**src/rtl/lsu_mem_ctrl.sv**
```systemverilog
// Load/store initiator: one RV32 request at a time onto a word-wide memory port.
// Loads are extracted and extended; SB/SH are done as read-modify-write.
module lsu_mem_ctrl #(
    parameter int ADDR_W = 10,
    parameter int DW     = 32
) (
    input  logic              i_clk,
    input  logic              i_rst_n,
    input  logic              i_req_valid,
    output logic              o_req_ready,
    input  logic              i_req_we,
    input  logic [2:0]        i_req_funct3,
    input  logic [31:0]       i_req_addr,
    input  logic [DW-1:0]     i_req_wdata,
    output logic              o_rsp_valid,
    output logic              o_rsp_err,
    output logic [DW-1:0]     o_rsp_rdata,
    output logic              o_mem_we,
    output logic [ADDR_W-1:0] o_mem_addr,
    output logic [DW-1:0]     o_mem_wdata,
    input  logic [DW-1:0]     i_mem_rdata
);

    localparam logic [1:0] S_IDLE = 2'd0;
    localparam logic [1:0] S_RD   = 2'd1;
    localparam logic [1:0] S_WR   = 2'd2;
    localparam logic [1:0] S_RSP  = 2'd3;

    localparam logic [2:0] F3_W = 3'b010;

    logic [1:0]        state_q, state_d;
    logic              we_q, we_d;
    logic [2:0]        f3_q, f3_d;
    logic [ADDR_W+1:0] addr_q, addr_d;
    logic [DW-1:0]     wdata_q, wdata_d;
    logic [DW-1:0]     rword_q, rword_d;
    logic [DW-1:0]     rsp_q, rsp_d;
    logic              err_q, err_d;

    logic          req_legal;
    logic          req_misal;
    logic [DW-1:0] load_val;
    logic [DW-1:0] merged;
    logic [7:0]    ld_byte;
    logic [15:0]   ld_half;

    // High address bits are intentionally dropped so accesses wrap.
    logic unused_addr_hi;
    assign unused_addr_hi = ^i_req_addr[31:ADDR_W+2];

    always_comb begin
        req_legal = 1'b0;
        case (i_req_funct3)
            3'b000, 3'b001, 3'b010: req_legal = 1'b1;
            3'b100, 3'b101:         req_legal = !i_req_we;
            default:                req_legal = 1'b0;
        endcase
    end

    always_comb begin
        req_misal = 1'b0;
        case (i_req_funct3[1:0])
            2'b01:   req_misal = i_req_addr[0];
            2'b10:   req_misal = (i_req_addr[1:0] != 2'b00);
            default: req_misal = 1'b0;
        endcase
    end

    always_comb begin
        ld_byte  = i_mem_rdata[{addr_q[1:0], 3'b000} +: 8];
        ld_half  = addr_q[1] ? i_mem_rdata[31:16] : i_mem_rdata[15:0];
        load_val = '0;
        unique case (1'b1)
            (f3_q == 3'b000): load_val = {{24{ld_byte[7]}}, ld_byte};
            (f3_q == 3'b100): load_val = {24'd0, ld_byte};
            (f3_q == 3'b001): load_val = {{16{ld_half[15]}}, ld_half};
            (f3_q == 3'b101): load_val = {16'd0, ld_half};
            (f3_q == 3'b010): load_val = i_mem_rdata;
            default:          load_val = '0;
        endcase
    end

    // Store lanes overlay the word captured during RD.
    always_comb begin
        merged = rword_q;
        if (f3_q[0])
            merged[{addr_q[1], 4'b0000} +: 16] = wdata_q[15:0];
        else
            merged[{addr_q[1:0], 3'b000} +: 8] = wdata_q[7:0];
    end

    always_comb begin
        state_d = state_q;
        we_d    = we_q;
        f3_d    = f3_q;
        addr_d  = addr_q;
        wdata_d = wdata_q;
        rword_d = rword_q;
        rsp_d   = rsp_q;
        err_d   = err_q;
        unique case (state_q)
            S_IDLE: begin
                if (i_req_valid) begin
                    we_d    = i_req_we;
                    f3_d    = i_req_funct3;
                    addr_d  = i_req_addr[ADDR_W+1:0];
                    wdata_d = i_req_wdata;
                    rword_d = '0;
                    rsp_d   = '0;
                    if (!req_legal || req_misal) begin
                        err_d   = 1'b1;
                        state_d = S_RSP;
                    end else begin
                        err_d   = 1'b0;
                        state_d = (i_req_we && i_req_funct3 == F3_W)
                                  ? S_WR : S_RD;
                    end
                end
            end
            S_RD: begin
                rword_d = i_mem_rdata;
                if (we_q) begin
                    state_d = S_WR;
                end else begin
                    rsp_d   = load_val;
                    state_d = S_RSP;
                end
            end
            S_WR:    state_d = S_RSP;
            S_RSP:   state_d = S_IDLE;
            default: state_d = S_IDLE;
        endcase
    end

    always_ff @(posedge i_clk or negedge i_rst_n) begin
        if (!i_rst_n) begin
            state_q <= S_IDLE;
            we_q    <= 1'b0;
            f3_q    <= 3'b000;
            addr_q  <= '0;
            wdata_q <= '0;
            rword_q <= '0;
            rsp_q   <= '0;
            err_q   <= 1'b0;
        end else begin
            state_q <= state_d;
            we_q    <= we_d;
            f3_q    <= f3_d;
            addr_q  <= addr_d;
            wdata_q <= wdata_d;
            rword_q <= rword_d;
            rsp_q   <= rsp_d;
            err_q   <= err_d;
        end
    end

    assign o_req_ready = (state_q == S_IDLE);
    assign o_rsp_valid = (state_q == S_RSP);
    assign o_rsp_err   = (state_q == S_RSP) && err_q;
    assign o_rsp_rdata = (state_q == S_RSP) ? rsp_q : '0;
    assign o_mem_we    = (state_q == S_WR);
    assign o_mem_addr  = (state_q == S_RD || state_q == S_WR)
                         ? addr_q[ADDR_W+1:2] : '0;
    assign o_mem_wdata = (state_q != S_WR) ? '0
                       : (f3_q == F3_W) ? wdata_q : merged;

endmodule

```
**config.mk**
```make
export PLATFORM = sky130hd
export DESIGN_NAME = lsu_mem_ctrl
export DESIGN_NICKNAME = d
export VERILOG_FILES = /design/src/rtl/lsu_mem_ctrl.sv
export SDC_FILE = /design/constraint.sdc
export NUM_CORES = 1
export LEC_CHECK = 0
export ABC_AREA = 0
export CAP_MARGIN = 20
export CORE_ASPECT_RATIO = 2
export CORE_UTILIZATION = 52
export DETAILED_ROUTE_END_ITERATION = 8
export GPL_TIMING_DRIVEN = 0
export HOLD_SLACK_MARGIN = 0.08
export MAX_ROUTING_LAYER = met4
export PLACE_DENSITY = 0.82
export SYNTH_ARGS = -nofsm -noshare
export SYNTH_HDL_FRONTEND = slang
export SYNTH_SLANG_ARGS = --single-unit
```
**constraint.sdc**
```tcl
create_clock -name i_clk -period 4 [get_ports i_clk]
set_input_delay 0.8 -clock i_clk [delete_from_list [all_inputs] [get_ports i_clk]]
set_output_delay 0.8 -clock i_clk [all_outputs]
set_load 0.1 [all_outputs]
```
; ---- Yosys cells after proc, flatten, opt, wreduce, memory -nomap -nowiden
; Cells that the tools add are included.
[totals]
ff_bits = 115
in_bits = 103
out_inout_bits = 78
wordCells = 68
[op_classes]
add_sub_neg = 2
eq_ne = 16
shifts = 5
n_mux = 21
reduce_logical = 16
[ops]
columns = op, n
row1 = 32-bit 2-to-1 mux, 6
row2 = 32-bit one-hot mux with 5 select lines, 1
row3 = 32-bit one-hot mux with 2 select lines, 2
row4 = 32-bit bitwise mux, 2
row5 = "16-bit by 7-bit variable shift with 32-bit output, first input constant", 1
row6 = "8-bit by 7-bit variable shift with 32-bit output, first input constant", 1
row7 = 16-bit by 7-bit indexed part select with 32-bit output, 1
row8 = 32-bit by 6-bit indexed part select with 8-bit output, 1
row9 = 8-bit by 7-bit indexed part select with 32-bit output, 1
row10 = 16-bit 2-to-1 mux, 1
row11 = 5-bit negator with 7-bit output, 2
row12 = "3-bit equality test, second input constant", 4
row13 = 10-bit 2-to-1 mux, 1
row14 = 2-bit one-hot mux with 4 select lines, 1
row15 = "2-bit equality test, second input constant", 3
row16 = "3-bit by 1-bit equality test with 1-bit output, second input constant", 2
row17 = "3-bit by 2-bit equality test with 1-bit output, second input constant", 2
row18 = 3-bit logical NOT, 2
row19 = 2-bit 2-to-1 mux, 3
row20 = "2-bit != test, second input constant", 3
row21 = "2-bit by 1-bit equality test with 1-bit output, second input constant", 2
row22 = 1-bit one-hot mux with 2 select lines, 2
row23 = 2-bit AND reduction, 2
row24 = 2-bit nonzero test, 2
row25 = 8 further kinds, 12

; ---- Depth between registers and ports, before layout
[depth]
depth_word = 8
ltp_mapped = 10
mapped_depth_nobuf = 6

; ---- Worst setup path after synthesis
; No wires, ideal clock.
[synth_timing]
kind = register -> output
startpoint = register addr_q[1]
endpoint = output o_mem_wdata[30]
t_arrival_ns = 3.291
required_ns = 3.200
path_slack_ns = -0.091
stages_incl_launch_ff = 9
path_buffers = 2
path_cell_list = dfrtp_1 clkbuf_1 inv_1 ha_1 nor4bb_1 clkbuf_1 a221oi_1 a211o_1 a21boi_1
[synth_via]
elab_chain_len = 6
word_cells_on_any_way = 11
cone_classes = add/sub: 2 / shift: 4 / mux: 5
[synth_lines]
columns = item, line
row1 = from (decl), 34  ; logic [ADDR_W+1:0] addr_q, addr_d;
row2 = from (signal assigned), 149  ; addr_q <= addr_d;
row3 = "5-bit negator with 7-bit output, on equally long branches", "87, 89"
row4 = "16-bit by 7-bit indexed part select with 32-bit output, or another cell as far along", 87  ; merged[{addr_q[1], 4'b0000} +: 16] = wdata_q[15:0];
row5 = "32-bit bitwise mux, on equally long branches", "87, 89"
row6 = 32-bit 2-to-1 mux (*), 86  ; if (f3_q[0])
row7 = 32-bit 2-to-1 mux (*), 165  ; : (f3_q == F3_W) ? wdata_q : merged;
row8 = 32-bit 2-to-1 mux (*), 164  ; assign o_mem_wdata = (state_q != S_WR) ? '0
row9 = to (decl), 20  ; output logic [DW-1:0] o_mem_wdata,
; Mark *: on every way between the ends. The rest lies on a longest branch, timed or not.

; ---- Worst setup path after layout
[layout_timing]
startpoint = register addr_q[1]
endpoint = output o_mem_wdata[7]
; The elaborated chain is that of the path after synthesis.

==> reports/qor.yml <==
outcome: "complete, no violations"
cp-start-kind: "flip-flop"
initial_core_util_pct: 53.4
ys_warn_count: 0
routed_wl_um: 21000
coreArea_um2: 11700
place.detailed.hpwl_um: 16100
drv_slew: 0
via_per_inst: 6.30
port_buffers: 160
end_kind: "output pin"
drt_pass1_iterations: 5
syn_area_per_cell_um2: 10.8
crit_type: "flip-flop to output pin"
cts_setup_buffers: 0
grt_start_max_net_pins: 70
synth.net_count: 693
synth_top_flop_cell: "dfrtp_1"
setup_viol: 0
areaGrowthSynthToFinish_pct: 38.2
clock-sinks: 115
row_count: 56
synth.distinct_cells: 46
cts-root-buf: "clkbuf_16"
synth-seq-area-share_pct: 46.0
die_h_um: 157
overflow: 0
fin_crit_sh_pct: 95.7
cts_hold_buf: 0
worstPathMaxFanout: 8
crit_required_ns: 3.20
drive_gt1_share_pct: 15.7
die_area_um2: 12500
grt_pass1_wl_um: 32400
antenna_left: 0
tns_ns: 0
track_usage_pct: 36.4
place.gp.congestion: 0.944
wl_per_cell_um: 23.0
syn_area_um2: 6250
ios: 181
period_minus_slack_ns: 3.83
fill_cells: 849
tritoncts: "done"
route.detailed.drc: 0
diodes: 0
first_global_vias: 5978
hold_viol: 0
drv_cap: 0
ys_seq_elements: 115
routed-via-count: 5761
max_freq_mhz: 261
numCtsBuffers: 17
rsz0062_at_grt: "false"
cp.arrival_ns: 3.03
slew_headroom_pct: 32.1
multi_input_area_um2: 3200
cts_resized: 149
worst_pin_slew_ns: 1.02
startpoint: "addr_q[1]"
clk_path_buf_depth: 2
clk_latency_ns: 0.42
clk_pin_slew_ns: 0.06
nets: 872
htreeDepth: 4
synth_edf_count: 0
synth_cells: 578
drtIter0Drc: 499
skew_ns: 0.00765
antenna_found_initial: 0
die_w_um: 79.5
async_flop_share_pct: 100
seq_area_um2: 2880
rr_startpoint: "f3_q[0]"
hold_class: "primary input to asynchronous set/reset pin"
-- cell families after synthesis --
kind of cell	synth area share [%]
AOI/OAI and AO/OA	23.8
DFF	46.0
buffers and inverters	3.94
adders and majority gates	2.40
muxes	12.9
and+or+nand+nor	10.9
-- flip-flops by register name, summed over array words and instances (netlist names) --
register and count:
addr_q 12, err_q 1, f3_q 3, rsp_q 32, rword_q 32, state_q 2
wdata_q 32, we_q 1
-- per-stage QoR --
step	util [%]	hold WS [ns]	instances	setup WS (ns)	cell area, µm²
2_1_floorplan	-	0.442	578	0.00288	6310
3_3_place_gp	69.2	0.451	883	-2.02	8100
3_5_place_dp	69.4	0.460	884	-0.568	8120
4_1_cts	74.1	0.405	916	0.00732	8670
5_1_grt	73.9	0.442	915	0.0438	8640
6_report	73.9	0.383	915	0.171	8640
-- path summary, 6_finish.rpt --
kind,cells past startpoint,slack [ns],end
worst max-delay path,7,0.17,o_mem_wdata[7]
worst min-delay path,1,0.38,state_q[1]
worst max register to register,6,1.37,rsp_q[9]
worst min register to register,1,0.47,rsp_q[13]
max in group asynchronous,2,2.86,wdata_q[1]
min in group i_clk,1,0.47,rsp_q[13]
-- layout by cell type (no fill, tap or decap), drive strengths merged, types with 2 or more instances in the layout --
cell and count:
mux2 54, a22oi 8, a222oi 7, nand2 43, a21boi 17, and2 44
clkbuf 55, a21oi 12, clkinv 4, and4b 2, a221oi 16, clkdlybuf4s15 8
clkdlybuf4s50 127, mux2i 17, a31oi 8, buf 35, a211o 18, inv 18
nor2 5, o21ai 41, nor3 5, a221o 24, ha 12, nor3b 2
clkinvlp 3, nand3 2, nor4bb 2, dfrtp 115, o22ai 2, a22o 32
nor2b 13, a21o 7
-- critical path: stages (launching register included) --
cell             delay (ns)
dfrtp_1                0.52
inv_1                  0.23
ha_1                   0.22
nor2b_1                0.15
nor3_2                 0.47
a22oi_1                0.18
nor2b_1                0.24
clkdlybuf4s15_2        0.59
-- metal layers --
metal | global-route usage [%] | wire length [µm] | share of wire [%] | up-vias
li1 | - | - | - | 2562
met1 | 36.6 | 7180 | 34 | 2795
met2 | 61.9 | 11100 | 53 | 294
met3 | 5.97 | 1070 | 5.1 | 110
met4 | 27.3 | 1620 | 7.7 | 0
met5 | - | 0 | 0 | -
-- Yosys cell counts (all sizes together) (2+ instances only) --
| library cell | instances | area share, % |
|---|---|---|
| ha | 12 | 2.4 |
| and4b | 2 | 0.32 |
| buf | 11 | 1.1 |
| clkbuf | 37 | 2.2 |
| a22oi | 8 | 0.96 |
| nor4bb | 2 | 0.32 |
| mux2 | 54 | 9.8 |
| and2 | 44 | 4.4 |
| a21o | 7 | 0.84 |
| o21ai | 41 | 3.3 |
| a22o | 32 | 4.5 |
| o22ai | 2 | 0.20 |
| inv | 10 | 0.60 |
| nor2b | 13 | 1.3 |
| a222oi | 7 | 1.1 |
| nand3 | 2 | 0.16 |
| dfrtp | 115 | 46 |
| nor3 | 5 | 0.48 |
| a31oi | 8 | 0.80 |
| nand2 | 43 | 2.6 |
| nor2 | 5 | 0.30 |
| a21boi | 17 | 2.0 |
| mux2i | 17 | 2.7 |
| a221o | 24 | 3.8 |
| a221oi | 16 | 2.2 |
| nor3b | 2 | 0.24 |
| a21oi | 12 | 0.96 |
| a211o | 18 | 2.5 |
-- area by class of cell --
type	instances	area share (%)
Multi-Input combinational cell	404	37.1
Sequential cell	115	33.3
Clock buffer	17	4.92
Buffer	47	2.36
Timing Repair Buffer	161	18.1
Tap cell	145	2.10
Inverter	11	0.478
Clock inverter	15	1.69
Power is not shown: default switching activity piles up to over one toggle a cycle in this logic, so the estimate is an artifact.
